## src/rtl/multicycle_controller_if.sv

```systemverilog
// Control bundle between the multicycle controller (master) and its datapath (slave):
// IR/PSW fields flow into the controller, per-cycle strobes flow back out.
interface multicycle_controller_if;
  logic [4:0] opcode;
  logic [1:0] ALUopcode;
  logic [2:0] PSW_NZC;
  logic       Buff_MEMIns;
  logic       MEMresource;
  logic       WE_MEM;
  logic       ALUorNot;
  logic       LIorMOV;
  logic       RBresource;
  logic       oprandB;
  logic       LI;
  logic       WBresource;
  logic       PCplus1orWB;
  logic       WE_RF;
  logic       Flag;
  logic       ALUop;
  logic       Buff_PSW;
  logic       Branch;
  logic [1:0] Jump;
  logic       Buff_PC;
  logic       done;

  modport master (
    input  opcode, ALUopcode, PSW_NZC,
    output Buff_MEMIns, MEMresource, WE_MEM, ALUorNot, LIorMOV,
    output RBresource, oprandB, LI, WBresource, PCplus1orWB, WE_RF,
    output Flag, ALUop, Buff_PSW, Branch, Jump, Buff_PC, done
  );

  modport slave (
    output opcode, ALUopcode, PSW_NZC,
    input  Buff_MEMIns, MEMresource, WE_MEM, ALUorNot, LIorMOV,
    input  RBresource, oprandB, LI, WBresource, PCplus1orWB, WE_RF,
    input  Flag, ALUop, Buff_PSW, Branch, Jump, Buff_PC, done
  );
endinterface

```

## src/rtl/multicycle_controller.sv

```systemverilog
// Multicycle control unit: steps IF/ID/EX/MEM/WB (plus HALT) and decodes datapath
// strobes combinationally from the current state, the IR opcode and the live PSW flags.
module multicycle_controller (
  input logic                    clk,
  input logic                    Rst,
  multicycle_controller_if.master bus
);
  localparam logic [4:0] OP_ALU   = 5'b00000;
  localparam logic [4:0] OP_CMP   = 5'b00001;
  localparam logic [4:0] OP_ADDI  = 5'b00010;
  localparam logic [4:0] OP_SUBI  = 5'b00011;
  localparam logic [4:0] OP_MOV   = 5'b00100;
  localparam logic [4:0] OP_LHI   = 5'b00101;
  localparam logic [4:0] OP_LLI   = 5'b00110;
  localparam logic [4:0] OP_LDRRI = 5'b00111;
  localparam logic [4:0] OP_LDRRR = 5'b01000;
  localparam logic [4:0] OP_STRRI = 5'b01001;
  localparam logic [4:0] OP_STRRR = 5'b01010;
  localparam logic [4:0] OP_BCC   = 5'b10000;
  localparam logic [4:0] OP_BCS   = 5'b10001;
  localparam logic [4:0] OP_BNE   = 5'b10010;
  localparam logic [4:0] OP_BEQ   = 5'b10011;
  localparam logic [4:0] OP_BAL   = 5'b10100;
  localparam logic [4:0] OP_JMP   = 5'b11000;
  localparam logic [4:0] OP_JALRL = 5'b11001;
  localparam logic [4:0] OP_JALRR = 5'b11010;
  localparam logic [4:0] OP_JR    = 5'b11011;
  localparam logic [4:0] OP_HLT   = 5'b11111;

  typedef enum logic [2:0] {
    S_RST, S_IF, S_ID, S_EX, S_MEM, S_WB, S_HALT
  } state_t;

  state_t state;

  logic is_ldr;
  logic is_str;
  logic is_hlt;
  logic to_ex;
  logic flag_c;
  logic flag_z;
  logic flag_n_unused;

  assign flag_c        = bus.PSW_NZC[0];
  assign flag_z        = bus.PSW_NZC[1];
  assign flag_n_unused = bus.PSW_NZC[2];

  assign is_ldr = (bus.opcode == OP_LDRRI) || (bus.opcode == OP_LDRRR);
  assign is_str = (bus.opcode == OP_STRRI) || (bus.opcode == OP_STRRR);
  assign is_hlt = (bus.opcode == OP_HLT);
  // Only the data-processing and load/store opcodes continue past ID.
  assign to_ex  = (bus.opcode inside {OP_ALU, OP_CMP, OP_ADDI, OP_SUBI, OP_MOV, OP_LHI,
                                      OP_LLI, OP_LDRRI, OP_LDRRR, OP_STRRI, OP_STRRR});

  always_ff @(posedge clk) begin
    if (Rst) begin
      state <= S_RST;
    end else begin
      case (state)
        S_RST:   state <= S_IF;
        S_IF:    state <= S_ID;
        S_ID:    state <= is_hlt ? S_HALT : (to_ex ? S_EX : S_IF);
        S_EX:    state <= (bus.opcode == OP_CMP) ? S_IF : S_MEM;
        S_MEM:   state <= is_str ? S_IF : S_WB;
        S_WB:    state <= S_IF;
        S_HALT:  state <= S_HALT;
        default: state <= S_RST;
      endcase
    end
  end

  always_comb begin
    bus.Buff_MEMIns = 1'b0;
    bus.MEMresource = 1'b0;
    bus.WE_MEM      = 1'b0;
    bus.ALUorNot    = 1'b0;
    bus.LIorMOV     = 1'b0;
    bus.RBresource  = 1'b0;
    bus.oprandB     = 1'b0;
    bus.LI          = 1'b0;
    bus.WBresource  = 1'b0;
    bus.PCplus1orWB = 1'b0;
    bus.WE_RF       = 1'b0;
    bus.Flag        = 1'b0;
    bus.ALUop       = 1'b0;
    bus.Buff_PSW    = 1'b0;
    bus.Branch      = 1'b0;
    bus.Jump        = 2'b00;
    bus.Buff_PC     = 1'b0;
    bus.done        = 1'b0;

    case (state)
      S_IF: bus.Buff_MEMIns = 1'b1;

      S_ID: begin
        case (bus.opcode)
          OP_LHI: begin
            bus.RBresource = 1'b1;
            bus.LI         = 1'b1;
          end
          OP_ADDI, OP_SUBI, OP_LDRRI, OP_STRRI: bus.oprandB = 1'b1;
          OP_BCC: begin bus.Branch = ~flag_c; bus.Buff_PC = 1'b1; end
          OP_BCS: begin bus.Branch = flag_c;  bus.Buff_PC = 1'b1; end
          OP_BNE: begin bus.Branch = ~flag_z; bus.Buff_PC = 1'b1; end
          OP_BEQ: begin bus.Branch = flag_z;  bus.Buff_PC = 1'b1; end
          OP_BAL: begin bus.Branch = 1'b1;    bus.Buff_PC = 1'b1; end
          OP_JMP: begin bus.Jump = 2'b01;     bus.Buff_PC = 1'b1; end
          OP_JALRL: begin
            bus.Branch  = 1'b1;
            bus.WE_RF   = 1'b1;
            bus.Buff_PC = 1'b1;
          end
          OP_JALRR: begin
            bus.Jump    = 2'b10;
            bus.WE_RF   = 1'b1;
            bus.Buff_PC = 1'b1;
          end
          OP_JR: begin
            bus.Jump       = 2'b11;
            bus.RBresource = 1'b1;
            bus.Buff_PC    = 1'b1;
          end
          // OutR, HLT and every unmapped opcode just advance the PC here.
          default: bus.Buff_PC = ~to_ex;
        endcase
      end

      S_EX: begin
        case (bus.opcode)
          OP_ALU: begin
            bus.Flag     = bus.ALUopcode[0];
            bus.ALUop    = bus.ALUopcode[1];
            bus.Buff_PSW = 1'b1;
          end
          OP_ADDI: bus.Buff_PSW = 1'b1;
          OP_SUBI: begin bus.ALUop = 1'b1; bus.Buff_PSW = 1'b1; end
          OP_CMP: begin
            bus.ALUop    = 1'b1;
            bus.Buff_PSW = 1'b1;
            bus.Buff_PC  = 1'b1;
          end
          OP_STRRI, OP_STRRR: bus.RBresource = 1'b1;
          default: ;
        endcase
      end

      S_MEM: begin
        case (bus.opcode)
          OP_MOV: begin bus.ALUorNot = 1'b1; bus.LIorMOV = 1'b1; end
          OP_LHI, OP_LLI: bus.ALUorNot = 1'b1;
          OP_LDRRI, OP_LDRRR: bus.MEMresource = 1'b1;
          OP_STRRI, OP_STRRR: begin
            bus.MEMresource = 1'b1;
            bus.WE_MEM      = 1'b1;
            bus.Buff_PC     = 1'b1;
          end
          default: ;
        endcase
      end

      S_WB: begin
        bus.WE_RF       = 1'b1;
        bus.Buff_PC     = 1'b1;
        bus.WBresource  = is_ldr;
        bus.PCplus1orWB = ~is_ldr;
      end

      S_HALT: bus.done = 1'b1;

      default: ;
    endcase
  end
endmodule

```

## src/flat_wrapper.sv

```systemverilog
// flat-port wrapper written by rule: the top's interface ports become plain ports
module multicycle_controller_flat 
  (clk, Rst, bus_opcode, bus_ALUopcode, bus_PSW_NZC, bus_Buff_MEMIns, bus_MEMresource, bus_WE_MEM, bus_ALUorNot, bus_LIorMOV, bus_RBresource, bus_oprandB, bus_LI, bus_WBresource, bus_PCplus1orWB, bus_WE_RF, bus_Flag, bus_ALUop, bus_Buff_PSW, bus_Branch, bus_Jump, bus_Buff_PC, bus_done);
  multicycle_controller_if bus_i ();
  input logic clk;
  input logic Rst;
  input wire logic [$bits(bus_i.opcode)-1:0] bus_opcode;
  input wire logic [$bits(bus_i.ALUopcode)-1:0] bus_ALUopcode;
  input wire logic [$bits(bus_i.PSW_NZC)-1:0] bus_PSW_NZC;
  output wire logic [$bits(bus_i.Buff_MEMIns)-1:0] bus_Buff_MEMIns;
  output wire logic [$bits(bus_i.MEMresource)-1:0] bus_MEMresource;
  output wire logic [$bits(bus_i.WE_MEM)-1:0] bus_WE_MEM;
  output wire logic [$bits(bus_i.ALUorNot)-1:0] bus_ALUorNot;
  output wire logic [$bits(bus_i.LIorMOV)-1:0] bus_LIorMOV;
  output wire logic [$bits(bus_i.RBresource)-1:0] bus_RBresource;
  output wire logic [$bits(bus_i.oprandB)-1:0] bus_oprandB;
  output wire logic [$bits(bus_i.LI)-1:0] bus_LI;
  output wire logic [$bits(bus_i.WBresource)-1:0] bus_WBresource;
  output wire logic [$bits(bus_i.PCplus1orWB)-1:0] bus_PCplus1orWB;
  output wire logic [$bits(bus_i.WE_RF)-1:0] bus_WE_RF;
  output wire logic [$bits(bus_i.Flag)-1:0] bus_Flag;
  output wire logic [$bits(bus_i.ALUop)-1:0] bus_ALUop;
  output wire logic [$bits(bus_i.Buff_PSW)-1:0] bus_Buff_PSW;
  output wire logic [$bits(bus_i.Branch)-1:0] bus_Branch;
  output wire logic [$bits(bus_i.Jump)-1:0] bus_Jump;
  output wire logic [$bits(bus_i.Buff_PC)-1:0] bus_Buff_PC;
  output wire logic [$bits(bus_i.done)-1:0] bus_done;
  assign bus_i.opcode = bus_opcode;
  assign bus_i.ALUopcode = bus_ALUopcode;
  assign bus_i.PSW_NZC = bus_PSW_NZC;
  assign bus_Buff_MEMIns = bus_i.Buff_MEMIns;
  assign bus_MEMresource = bus_i.MEMresource;
  assign bus_WE_MEM = bus_i.WE_MEM;
  assign bus_ALUorNot = bus_i.ALUorNot;
  assign bus_LIorMOV = bus_i.LIorMOV;
  assign bus_RBresource = bus_i.RBresource;
  assign bus_oprandB = bus_i.oprandB;
  assign bus_LI = bus_i.LI;
  assign bus_WBresource = bus_i.WBresource;
  assign bus_PCplus1orWB = bus_i.PCplus1orWB;
  assign bus_WE_RF = bus_i.WE_RF;
  assign bus_Flag = bus_i.Flag;
  assign bus_ALUop = bus_i.ALUop;
  assign bus_Buff_PSW = bus_i.Buff_PSW;
  assign bus_Branch = bus_i.Branch;
  assign bus_Jump = bus_i.Jump;
  assign bus_Buff_PC = bus_i.Buff_PC;
  assign bus_done = bus_i.done;
  multicycle_controller u_core (.clk(clk), .Rst(Rst), .bus(bus_i));
endmodule
```

## config.mk

```make
export PLATFORM = sky130hd
export DESIGN_NAME = multicycle_controller_flat
export DESIGN_NICKNAME = d
export VERILOG_FILES = /design/src/rtl/multicycle_controller_if.sv /design/src/rtl/multicycle_controller.sv /design/src/flat_wrapper.sv
export SDC_FILE = /design/constraint.sdc
export NUM_CORES = 1
export LEC_CHECK = 0
export CAP_MARGIN = 30
export CORE_MARGIN = 1
export CORE_UTILIZATION = 38
export DETAILED_ROUTE_END_ITERATION = 6
export HOLD_SLACK_MARGIN = 0.03
export PLACE_DENSITY_LB_ADDON = 0.05
export SYNTH_ARGS = -nofsm -noshare
export SYNTH_HDL_FRONTEND = slang
export SYNTH_SLANG_ARGS = --single-unit
export TNS_END_PERCENT = 100
```

## constraint.sdc

```tcl
create_clock -name clk -period 1.9 [get_ports clk]
set_input_delay 0.38 -clock clk [delete_from_list [all_inputs] [get_ports clk]]
set_output_delay 0.38 -clock clk [all_outputs]
set_load 0.005 [all_outputs]
```

-- Yosys cells after proc, flatten, opt, wreduce, memory -nomap -nowiden
Index checks and enable logic that the tools add are counted.
- equal/unequal tests: 26
- mux-type cells: 38
- bitwise gates (word level): 4
- reductions and logical operators: 17
- operators with widths (operator ; count):
    5-bit == test (second input constant) ; 10
    1-bit two-way mux ; 25
    5-bit by 3-bit == test with 1-bit output (second input constant) ; 4
    3-bit case mux with 6 select lines ; 1
    5-bit by 4-bit == test with 1-bit output (second input constant) ; 3
    2-bit OR reduction ; 6
    4-bit OR reduction ; 3
    11-bit nonzero test ; 1
    5-bit by 2-bit == test with 1-bit output (second input constant) ; 2
    3-bit == test (second input constant) ; 3
    3-bit two-way mux ; 3
    9-bit OR reduction ; 1
    1-bit case mux with 2 select lines ; 4
    3-bit by 2-bit == test with 1-bit output (second input constant) ; 2
    2-bit case mux with 3 select lines ; 1
    5-bit by 1-bit == test with 1-bit output (second input constant) ; 1
    5-bit zero test ; 1
    1-bit case mux with 5 select lines ; 1
    5-bit OR reduction ; 1
    2-bit two-way mux ; 2
    1-bit inverter ; 4
    1-bit case mux with 4 select lines ; 1
    3-bit by 1-bit == test with 1-bit output (second input constant) ; 1
    3-bit zero test ; 1
    2 further kinds ; 3
- flip-flop bits (word level): 3
- output and inout bits: 19
- logic and storage cells: 86

-- Longest topological paths before layout
Gate-level depths: netlist of run 1.
- depth after elaboration: 5
- depth in mapped cells: 5
- depth with buffers taken out: 4

-- Least setup slack after synthesis of run 1
No wires, ideal clock.
- path type: register -> output
- start point: register u_core.state[0]
- end point: output bus_LIorMOV
- arrival time: 1130 ps
- setup slack: 390 ps
- cell stages (with the launch flop): 5
- cells stage by stage: dfxtp_1 > buf_4 > or3_1 > nand2b_1 > nor3_2
- longest elaborated chain between the ends: 2
- ends and longest elaborated chain (item ; line ; RTL):
    from (decl) ; multicycle_controller.sv:34 ; state_t state;
    from (signal assigned) ; multicycle_controller.sv:62 ; S_ID: state <= is_hlt ? S_HALT : (to_ex ? S_EX : S_IF);
    from (signal assigned) ; multicycle_controller.sv:63 ; S_EX: state <= (bus.opcode == OP_CMP) ? S_IF : S_MEM;
    from (signal assigned) ; multicycle_controller.sv:64 ; S_MEM: state <= is_str ? S_IF : S_WB;
    3-bit == test ; multicycle_controller.sv:92 ; case (state)
    1-bit two-way mux ; multicycle_controller.sv:92 ;
    to (decl) ; flat_wrapper.sv:14 ; output wire logic [$bits(bus_i.LIorMOV)-1:0] bus_LIorMOV;
Every way passes these cells.

-- Worst setup path after layout of run 1
- start point: input bus_opcode[4]
- end point: output bus_Flag
- longest elaborated chain between the ends: 3
- ends and longest elaborated chain (item ; line ; RTL):
    from (decl) ; flat_wrapper.sv:7 ; input wire logic [$bits(bus_i.opcode)-1:0] bus_opcode;
    5-bit zero test ; multicycle_controller.sv:129 ; case (bus.opcode)
    1-bit two-way mux ; multicycle_controller.sv:129 ;
    1-bit two-way mux ; multicycle_controller.sv:92 ;
    to (decl) ; flat_wrapper.sv:21 ; output wire logic [$bits(bus_i.Flag)-1:0] bus_Flag;
Every way passes these cells.

==> metrics.txt, run 1 <==
initial antenna violation count 0; DIE AREA 1690 um^2; placed cell count 163; Die Wd 41.2 um; # nets final 171; Routed Antenna Nets 0; Hold WS 0.655 ns; first-pass GRT wire length 4460 um; Worst Path Arrival 1.60 ns; Cells after Synth 85; # setup viols final 7; root buffer cell clkbuf_4; Cell Area, Placed 1150 um^2; non-filler cells in the finished layout 173; Cell Area, Synth 583 um^2; GRT Util Overall 40.8%; Rows 13; status finished, violations left; worst IR drop on VDD 0.356 mV; vias in the first global route 933; fin crit period 1.98 ns; Post-synth EDFFs 0; Net Count, Synth 97; Placer Congestion 0.901; FILL cells 31; detailed-route wire length 3910 um; Post-DP HPWL 1830 um; final instance area 1310 um^2; Post-synth ARST share 0%; Yosys Warn Count 0; Reg with most FFs u_core.state; clock skew 0.000155 ns; post-synth top area cell dfxtp_1; CTS Buf Count 3; Clock Latency Late Sink 0.25 ns; I/O Pins 31; #FFs+latches synth 3; GRT Residual Overflow 0; pwr dens 341 nW/um^2; final slew viol count 0; Pre-antenna DRT Iters 4; period utilization 104%; Die Height 41.2 um; TritonCTS clock tree built; # port buffers 29; Req. time, crit path 1.52 ns; Worst-Margin Slew 0.431 ns; Starting Density 42.7%; worst-path fanout max 4; # DRC 0; CP Launch Type input port; Leak 0.674 nW; via count 1122; core box area 1370 um^2; share of the synthesized area in the top cell type 10.3%; Worst-path clk slew 0.04 ns; clk sinks 3; vias per inst 6.49; share of layout cells above drive strength 1 60.8%; most common flop cell mapped by yosys dfxtp_1; Max Cap Viol 0; Initial DRC Count 80; top cells by area, synth dfxtp_1 (10%), nand2_1 (7.1%), nor2_1 (7.1%); unrepaired setup endpoints after global routing yes; failing checks negative setup slack; largest net degree at the start of global routing 9; top flop regs u_core.state: 3 flops; average cell area after synthesis 6.86 um^2; Max Freq 0.505 GHz; sequential-to-total area share from yosys stat 10.3%; post-route setup slack -0.0787 ns; Synth-to-Final Area Change 125%; DR WL/cell 22.6 um; most frequent cells after synthesis nand2_1 (11), nor2_1 (11), a21oi_1 (6); Cell variety after synth 37; diode count 0; critical path endpoint category primary output; WS Path Type input port to primary output; Final Util 96.1%; Hold/Removal Path Class register to register; final hold violations 0; clk buf depth 2; max FFs per register 3; Slew HR 71.2%; Max H-tree Level 1
worst paths after layout:
| check | startpoint | endpoint | slack, ns | cells past startpoint |
|---|---|---|---|---|
| min reg2reg | u_core.state[1]$_SDFF_PP0_ | u_core.state[0]$_SDFF_PP0_ | 0.65 | 2 |
| max | bus_opcode[4] | bus_Flag | -0.08 | 6 |
| max reg2reg | u_core.state[2]$_SDFF_PP0_ | u_core.state[0]$_SDFF_PP0_ | 0.42 | 5 |
| min | u_core.state[1]$_SDFF_PP0_ | u_core.state[0]$_SDFF_PP0_ | 0.65 | 2 |
metrics by stage:
step	TNS, ns	setup slack (ns)	power [mW]
6_report	-0.313	-0.0787	0.448
5_1_grt	-0.986	-0.192	0.457
4_1_cts	0	0.00236	0.398
3_5_place_dp	-9.77	-0.677	0.265
3_3_place_gp	-9.54	-0.634	0.260
2_1_floorplan	0	0.390	0.148
layer usage:
metal / part of all wire [%] / GRT usage, %
met1: 33 / 48.7
met2: 45 / 66.8
met3: 13 / 14.1
met4: 8.7 / 14.5
met5: 0 / 0
placed cells by master (no fill, tap or decap), types with 3 or more instances in the layout:
cell type,netlist,routed
dlygate4sd2_1,0,6
dfxtp_4,0,3
nand2_1,11,9
nand3_1,3,3
buf_4,4,41
nor2b_4,0,4
a21oi_1,6,3
clkbuf_2,0,5
buf_6,0,4
nor3_2,3,4
nand2_2,1,3
clkdlybuf4s50_1,0,3
inv_1,3,3
nor2_1,11,9
buf_2,0,7
clkbuf_4,0,3
clkdlybuf4s15_1,0,5
kinds of logic after synthesis:
kind of cell,share of synthesized area [%]
xor gates and xnor gates,4.29
buffers and inverters,7.72
and+or+nand+nor,48.7
DFF,10.3
AOI/OAI and AO/OA,29.0
where the power goes:
part	switching [mW]	total (mW)	internal, mW
sequential	0.00933	0.0758	0.0664
clock	0.0480	0.128	0.0797
combinational	0.122	0.244	0.122
what timing repair did:
item | CTS | global route
pin swaps | 6 | 8
hold buffers | 0 | 0
hold endpoints to repair | 0 | 0
setup endpoints to repair | 19 | 18
cloned | 0 | 0
resized for setup | 71 | 37
buffers inserted | 3 | 3
cell type report:
cell class	instances	area (um^2)	area share (%)
Multi-Input combinational cell	74	611	46.5
Timing Repair Buffer	73	571	43.5
Sequential cell	3	71.3	5.43
Clock buffer	4	26.3	2.00
Tap cell	15	18.8	1.43
Inverter	4	15.0	1.14
worst max-delay path: stages:
cell,delay [ns]
clkdlybuf4s15_1,0.28
nor3_2,0.23
and2b_2,0.21
buf_4,0.14
and3_1,0.14
dlygate4sd2_1,0.22
Power figures use the tool's default switching activity.
==> run 2, diff against run 1 <==
- CORE_MARGIN: 1 -> not set
==> results of run 2 <==
The final DEF is identical to that of run 1; final timing and power are the same.
